$ cat config.mk
export PLATFORM = sky130hd
export DESIGN_NAME = double_unit_arbiter
export DESIGN_NICKNAME = d
export VERILOG_FILES = /design/src/rtl/double_unit_arbiter.sv
export SDC_FILE = /design/constraint.sdc
export NUM_CORES = 1
export LEC_CHECK = 0
export BUFFER_PORTS_ARGS = -buffer_cell sky130_fd_sc_hd__buf_4
export CORE_AREA = 2 2 259 261
export CTS_BUF_LIST = sky130_fd_sc_hd__clkbuf_2
export CTS_CLUSTER_DIAMETER = 200
export DETAILED_ROUTE_END_ITERATION = 16
export DIE_AREA = 0 0 261 263
export SYNTH_ARGS = -nofsm -noshare
export SYNTH_HDL_FRONTEND = slang
export SYNTH_SLANG_ARGS = --single-unit
$ cat constraint.sdc
create_clock -name clk -period 4.8 [get_ports clk]
set_clock_uncertainty 0.05 [all_clocks]
set_input_delay 0.72 -clock clk [delete_from_list [all_inputs] [get_ports clk]]
set_output_delay 0.72 -clock clk [all_outputs]
set_load 0.02 [all_outputs]
$ cat src/rtl/double_unit_arbiter.sv
// Round-robin sharing of one fixed-latency double-precision unit among N requesters.
// Latency: in_a_ack one cycle after the issue edge; out_z_stb from issue edge + LATENCY.
// Backpressure: an unacked result holds its slot and blocks that requester from reissue.
module double_unit_arbiter #(
    parameter int N       = 4,
    parameter int LATENCY = 2
) (
    input  logic            clk,
    input  logic            rst,
    input  logic [64*N-1:0] in_a,
    input  logic [N-1:0]    in_a_stb,
    output logic [N-1:0]    in_a_ack,
    output logic [64*N-1:0] out_z,
    output logic [N-1:0]    out_z_stb,
    input  logic [N-1:0]    out_z_ack,
    output logic [63:0]     unit_a,
    input  logic [63:0]     unit_z
);
    localparam int PW = (N > 1) ? $clog2(N) : 1;

    typedef struct packed {
        logic          vld;
        logic [PW-1:0] idx;
    } tag_t;

    logic [N-1:0]  busy;
    logic [PW-1:0] ptr;
    tag_t          tag_q [LATENCY];
    logic [N-1:0]  elig;
    logic          gnt_vld;
    logic [PW-1:0] gnt_idx;
    logic [PW-1:0] ptr_nxt;
    logic [PW:0]   rr_sum;
    tag_t          cap;

    assign elig    = in_a_stb & ~busy;
    assign cap     = tag_q[LATENCY-1];
    assign ptr_nxt = (gnt_idx == PW'(N-1)) ? '0 : gnt_idx + 1'b1;

    // Search from ptr upwards, wrapping; the first eligible index wins.
    always_comb begin
        gnt_vld = 1'b0;
        gnt_idx = '0;
        rr_sum  = '0;
        for (int o = 0; o < N; o++) begin
            rr_sum = {1'b0, ptr} + (PW+1)'(o);
            if (rr_sum >= (PW+1)'(N)) begin
                rr_sum = rr_sum - (PW+1)'(N);
            end
            if (!gnt_vld && elig[rr_sum[PW-1:0]]) begin
                gnt_vld = 1'b1;
                gnt_idx = rr_sum[PW-1:0];
            end
        end
    end

    always_ff @(posedge clk) begin
        if (rst) begin
            in_a_ack  <= '0;
            out_z     <= '0;
            out_z_stb <= '0;
            unit_a    <= '0;
            busy      <= '0;
            ptr       <= '0;
            for (int s = 0; s < LATENCY; s++) begin
                tag_q[s] <= '0;
            end
        end else begin
            in_a_ack <= '0;
            tag_q[0] <= tag_t'{vld: gnt_vld, idx: gnt_idx};
            for (int s = 1; s < LATENCY; s++) begin
                tag_q[s] <= tag_q[s-1];
            end

            for (int i = 0; i < N; i++) begin
                if (out_z_stb[i] && out_z_ack[i]) begin
                    out_z_stb[i] <= 1'b0;
                    busy[i]      <= 1'b0;
                end
            end

            // unit_a deliberately holds its last operand on idle cycles.
            if (gnt_vld) begin
                unit_a                        <= in_a[{gnt_idx, 6'd0} +: 64];
                in_a_ack[gnt_idx]             <= 1'b1;
                busy[gnt_idx]                 <= 1'b1;
                ptr                           <= ptr_nxt;
            end

            if (cap.vld) begin
                out_z[{cap.idx, 6'd0} +: 64] <= unit_z;
                out_z_stb[cap.idx]           <= 1'b1;
            end
        end
    end

    // busy blocks reissue, so a returning result always finds its slot empty.
    cap_into_free_slot: assert property (@(posedge clk) disable iff (rst)
        cap.vld |-> !out_z_stb[cap.idx]);

    ack_onehot: assert property (@(posedge clk) disable iff (rst)
        $onehot0(in_a_ack));

endmodule
Word level (Yosys, flattened, before mapping)

Memory sizes are Yosys's and may differ from the RTL's.
Cells that the tools add are included.

Word-level logic and storage cells: 101
RAM bits: 6
Bits in latches: 0
Register bits after elaboration: 334
Memory bits (read-only): 0
Memories: 1

Reduce and logical (&&, ||, !) cells: 13
Shift-type cells: 3
Equality and inequality tests: 1
Div/mod/pow operators: 0
$mul: 0
$lt $le $gt $ge: 12
Add/sub/neg operators: 9
Bitwise gates (word level): 7
Multiplexer cells: 49

Memories:

| memory | depth | bits a word | read ports | clocked after memory_dff | write ports | line | RTL |
|---|---|---|---|---|---|---|---|
| tag_q  | 2     | 3           | 2          | 0                        | 2           | 28   | `tag_t tag_q [LATENCY];` |

Operator list:

| cell                                                                                | count |
|---|---|
| 256-bit bitwise mux                                                                 | 1 |
| 64-bit by 10-bit variable shift with 256-bit output, first input constant           | 1 |
| 256-bit by 9-bit indexed part select with 64-bit output                             | 1 |
| 64-bit by 10-bit indexed part select with 256-bit output                            | 1 |
| 1-bit 2-to-1 mux                                                                    | 29 |
| 2-bit by 3-bit less-than comparator with 1-bit output, second input constant        | 6 |
| 2-bit 2-to-1 mux                                                                    | 9 |
| 8-bit negation with 10-bit output                                                   | 1 |
| 3-bit greater-or-equal comparator, second input constant                            | 3 |
| 1-bit logical AND                                                                   | 9 |
| 1-bit binary-select mux with 2-bit select                                           | 4 |
| 4-bit 2-to-1 mux                                                                    | 2 |
| 4-bit bitwise OR                                                                    | 2 |
| 2-bit by 1-bit subtractor with 2-bit output, second input constant                  | 4 |
| 2-bit by 2-bit adder with 3-bit output, second input constant                       | 2 |
| 3-bit 2-to-1 mux                                                                    | 2 |
| 4-bit AND                                                                           | 1 |
| 1-bit demux with 2-bit select                                                       | 2 |
| 2-bit by 1-bit greater-or-equal comparator with 1-bit output, second input constant | 2 |
| 4-bit NOT                                                                           | 1 |
| 2-bit by 1-bit adder with 3-bit output, second input constant                       | 1 |
| 2-bit by 3-bit greater-or-equal comparator with 1-bit output, second input constant | 1 |
| 1-bit zero test                                                                     | 3 |
| 2-bit by 1-bit adder with 2-bit output, second input constant                       | 1 |
| other kinds (4)                                                                     | 5 |

Depth between registers and ports, before layout

Depth in word-level cells: 20
Mapped depth: 10
Gate-level depth less buffers: 7

Worst setup path before layout

No wires, ideal clock.

Path type: input to register
From: in in_a_stb[2]
To: reg busy[1]
Arrival: 2.238 ns
Path slack: 2.396 ns
Data required time: 4.634 ns
Stages: 10
Buffers on the path: 3
Cell sequence: nor2b_1 > a221oi_2 > buf_4 > o21ai_4 > inv_4 > buf_6 > buf_2 > ha_1 > and3_1 > a31o_2

Word-level cells in the longest chain between the ends: 19

RTL lines:

| what                                                                                                                                                               | line | RTL |
|---|---|---|
| from (decl)                                                                                                                                                        | 11   | `input logic [N-1:0] in_a_stb,` |
| 4-bit AND *                                                                                                                                                        | 36   | `assign elig = in_a_stb & ~busy;` |
| 1-bit binary-select mux with 2-bit select                                                                                                                          | 50   | `if (!gnt_vld && elig[rr_sum[PW-1:0]]) begin` |
| 1-bit 2-to-1 mux (not written as such)                                                                                                                             | 50   |  |
| 1-bit 2-to-1 mux                                                                                                                                                   | 50   |  |
| 1-bit zero test                                                                                                                                                    | 50   |  |
| 1-bit logical AND                                                                                                                                                  | 50   |  |
| 1-bit 2-to-1 mux                                                                                                                                                   | 50   |  |
| 1-bit zero test                                                                                                                                                    | 50   |  |
| (+3 left out)                                                                                                                                                      | -    |  |
| 1-bit logical AND                                                                                                                                                  | 50   |  |
| 2-bit 2-to-1 mux                                                                                                                                                   | 50   |  |
| 2-bit by 3-bit less-than comparator with 1-bit output (not written as such) / 2-bit by 1-bit greater-or-equal comparator with 1-bit output (equally long branches) | 86   | `busy[gnt_idx] <= 1'b1;` |
| 1-bit logical AND (not written as such)                                                                                                                            | 86   |  |
| 1-bit 2-to-1 mux (not written as such)                                                                                                                             | 86   |  |
| 1-bit demux with 2-bit select                                                                                                                                      | 86   |  |
| 4-bit bitwise OR (no source line)                                                                                                                                  | -    |  |
| 4-bit 2-to-1 mux *                                                                                                                                                 | 83   | `if (gnt_vld) begin` |
| to (signal assigned)                                                                                                                                               | 63   | `busy <= '0;` |
| to (signal, indexed assignment)                                                                                                                                    | 78   | `busy[i] <= 1'b0;` |
| to (signal, indexed assignment)                                                                                                                                    | 86   |  |
| to (decl)                                                                                                                                                          | 26   | `logic [N-1:0] busy;` |

Every way passes the cells marked *; elsewhere a longest branch is shown, timed or not. The select of a mux whose other input is x is not followed.
A chain may end at the register's enable or synchronous reset.

Final worst setup path

From: reg busy[0]
To: reg unit_a[58]

Word-level cells in the longest chain between the ends: 15

RTL lines:

| what                                                    | line | RTL |
|---|---|---|
| 4-bit NOT *                                             | 36   |  |
| 4-bit AND *                                             | 36   |  |
| 1-bit binary-select mux with 2-bit select               | 50   |  |
| 1-bit 2-to-1 mux (not written as such)                  | 50   |  |
| 1-bit 2-to-1 mux                                        | 50   |  |
| 1-bit zero test                                         | 50   |  |
| 1-bit logical AND                                       | 50   |  |
| 1-bit 2-to-1 mux                                        | 50   |  |
| 1-bit zero test                                         | 50   |  |
| 1-bit logical AND                                       | 50   |  |
| 1-bit 2-to-1 mux                                        | 50   |  |
| 1-bit zero test                                         | 50   |  |
| 1-bit logical AND                                       | 50   |  |
| 2-bit 2-to-1 mux                                        | 50   |  |
| 256-bit by 9-bit indexed part select with 64-bit output | 84   | `unit_a <= in_a[{gnt_idx, 6'd0} +: 64];` |
| to (signal assigned)                                    | 84   |  |
| to (decl)                                               | 16   | `output logic [63:0] unit_a,` |

Marks and branches as above.

==> results by group <==
Status
  – Outcome: finished, final reports clean

Clocking
  – Clock Latency Late Sink: about 1100 ps
  – Clock slew at reported path FFs: ~100 ps
  – Post-CTS Resized: 0
  – CTS sink count: 340
  – CTS Root Cell: clkbuf_2
  – CTS tree: built
  – Worst-case clock buffer depth: 3
  – CTS buffer count: 95
  – H-tree depth: 3

Hold path
  – Hold Crit Class: input pin to flip-flop

Final layout
  – Final Non-Filler Cells: between 3000 and 4000
  – Layout Nets: about 2800
  – Fillers: 6779
  – Layout cell share with drive strength beyond 1: between 30% and 40%
  – Final std cell area, no fill: between 20000 and 25000 um^2
  – Area delta synth->final: 64.5%

Pwr
  – Cell leakage power: roughly 10 nW
  – Final Power: between 10 and 15 mW
  – Power density over the cells: about 440 nW/um^2
  – VDD IR-drop max: 0.298 mV

Synth
  – EDFF count, synth: 0
  – Count of different cell masters after synthesis: 38
  – Post-synthesis sequential area ratio: between 40% and 50%
  – Cells after synthesis: ~1500
  – Mux cell area share after synthesis: 0.143%
  – Synth Register Bits: 340
  – Synth cell count leaders: dfxtp_1, nor2_1, a22oi_1
  – Top post-synthesis cells by area: dfxtp_1, a22oi_1, o211ai_1
  – Async set-reset flop share out of synthesis: 0%
  – Post-synthesis area per instance: about 9.1 um^2
  – Largest family of logic cells by synthesized area: compound AO/OA/AOI/OAI gates
  – Cell Area, Synth: about 14000 um^2
  – Compound-Gate Fraction of Synth Area: 32.6%
  – Yosys warnings: 0
  – Cell accounting for the most synthesized area: dfxtp_1
  – Simple-gate portion of the synthesized area: ~8.9%
  – Most frequent cell after synthesis: dfxtp_1
  – XOR/XNOR Fraction of Synth Area: 0%
  – Synth top area share: between 40% and 50%
  – Post-Synth Adder-Cell Area: 0.805%
  – Predominant post-synthesis flop cell: dfxtp_1
  – Synthesized Nets: 1884

Placed design
  – Post-Place Setup Slack: 1460 ps
  – Placed Instance Area: 19500 um^2
  – Placer Congestion: between 0.9 and 1
  – Placed Instances: about 2900
  – IO Port Bufs: 657
  – Detailed placer's ending HPWL: about 43000 um

Worst setup path
  – CP max FO: 99
  – CP Class: flip-flop to flip-flop
  – CP arrival: between 5000 and 6000 ps
  – Critical path endpoint category: flip-flop
  – Critical Path RT: around 5800 ps
  – Crit path launch type: flip-flop

Routing
  – Met3 WL: between 6000 and 7000 um
  – Met2 wire length: approximately 32000 um
  – Starting DRT DRC Count: 1376
  – DRC: 0
  – Vias per cell: between 4 and 5
  – Drt wl/cell: ~20 um
  – Met1 WL: 24100 um
  – Max Used Layer: met4
  – DRT antenna net count: 0
  – First-pass DRT Iterations: 6
  – DRT Wirelength: approximately 66000 um
  – Vias: roughly 16000

Timing
  – # setup viols final: 0
  – Crit share post-route: 85.2%
  – Worst-Margin Slew: approximately 1200 ps
  – Worst setup margin: between 700 and 800 ps
  – Slew Limit Fails: 0
  – Setup TNS: 0 ps
  – Final Hold Fails: 0
  – RSZ-0062 raised after global routing: false
  – Relative slew margins: between 20% and 30%
  – Final min period: between 4000 and 5000 ps
  – Max frequency: around 0.24 GHz

Die
  – Core area: roughly 66000 um^2
  – Die Width: between 200 and 300 um
  – Die area: between 60000 and 70000 um^2
  – # rows: 94
  – Initial Utilization: roughly a fifth
  – Die Ht: around 260 um
  – IO Pins: about 660

Global routing
  – GRT Util Overall: a little under a fifth
  – Global-route wire length before repair: ~98000 um
  – Initial antenna violation count: 10
  – Grt total ovfl: 0
  – Largest net degree at the start of global routing: roughly 200
  – Vias in the first global route: approximately 17000

Flow run
  – Max_cap viols: 0
[worst max-delay path, stage by stage, from the launching register on]
cell           delay [ps]
dfxtp_1               490
nor2b_2               140
a221oi_4              350
buf_4                 350
buf_4                 860
o211ai_1              200
o211ai_1              170
dlygate4sd3_1         580
a32o_1                170
dlygate4sd3_1         560
[cell usage in the layout (no fill, tap or decap), drive strengths merged]
| cell | instances |
|---|---|
| buf | 678 |
| nand3 | 1 |
| or4 | 1 |
| ha | 9 |
| nand2 | 16 |
| nor2 | 264 |
| a211oi | 2 |
| clkbuf | 133 |
| a221oi | 1 |
| nor4 | 1 |
| a32o | 65 |
| a21oi | 5 |
| a22oi | 256 |
| o221ai | 1 |
| dlygate4sd3 | 266 |
| clkinvlp | 1 |
| and3 | 1 |
| nand2b | 6 |
| a311oi | 1 |
| nor2b | 7 |
| o21ai | 2 |
| inv | 136 |
| nand3b | 1 |
| dfxtp | 340 |
| diode | 12 |
| mux2i | 2 |
| clkinv | 19 |
| nor3 | 1 |
| o211ai | 252 |
| nor4b | 3 |
| and2 | 1 |
| a31o | 1 |
| or3b | 1 |
| nor3b | 1 |
[registers in the layout, summed over array words and instances (netlist names)]
name	count
out_z_stb	4
out_z	256
unit_a	64
busy	4
in_a_ack	4
ptr	2
tag_q	6
[stage by stage]
step           utilization, %  hold WS (ps)
2_1_floorplan               -           364
3_3_place_gp             29.7           370
3_5_place_dp             29.7           376
4_1_cts                  35.0          68.7
5_1_grt                  35.1           128
6_report                 35.1           293
[worst paths after layout]
check | startpoint | end | slack (ps) | cells after the start
max | busy[0]$_SDFF_PP0_ | unit_a[58]$_SDFFE_PP0N_ | 710 | 9
min | in_a_stb[1] | ptr[1]$_SDFFE_PP0N_ | 290 | 4
max reg2reg | busy[0]$_SDFF_PP0_ | unit_a[58]$_SDFFE_PP0N_ | 710 | 9
min reg2reg | tag_q[0][2]$_SDFF_PP0_ | tag_q[0][5]$_SDFF_PP0_ | 330 | 1
[area by class of cell]
type                       count  area (um^2)  area share [%]
antenna                       12         30.0           0.130
clock buffer                 133          666            2.89
clock inverter                22          144           0.625
inverter                     134          505            2.20
multi-input combinational    902         6020            26.1
sequential                   340         6810            29.6
tap                          864         1080            4.70
timing repair buffer         944         7770            33.7
[cell families after synthesis]
family                   Yosys count
AO/OA/AOI/OAI                    586
flip-flops                       340
AND/OR/NAND/NOR                  305
buffers and inverters            303
adder cells (fa/ha/maj)            9
multiplexers                       2
[power by group]
group          switching, mW  leakage (nW)  internal [mW]
Clock                   1.32         0.619          0.767
Combinational           2.44          6.58           2.12
Sequential             0.261          2.76           3.19
[layer usage]
layer / vias up / global-route usage [%]
li1: 7460 / -
met1: 7859 / 19.6
met2: 909 / 30.8
met3: 216 / 6.10
met4: 0 / 10.1
met5: - / 0
[timing repair]
action                                  in CTS  in global routing
buffers inserted                             0                  0
hold endpoints to repair                   334                  0
endpoints found under the setup margin       0                  0
hold buffers                               266                  0
Note: power is estimated with default switching activity, not from simulation.
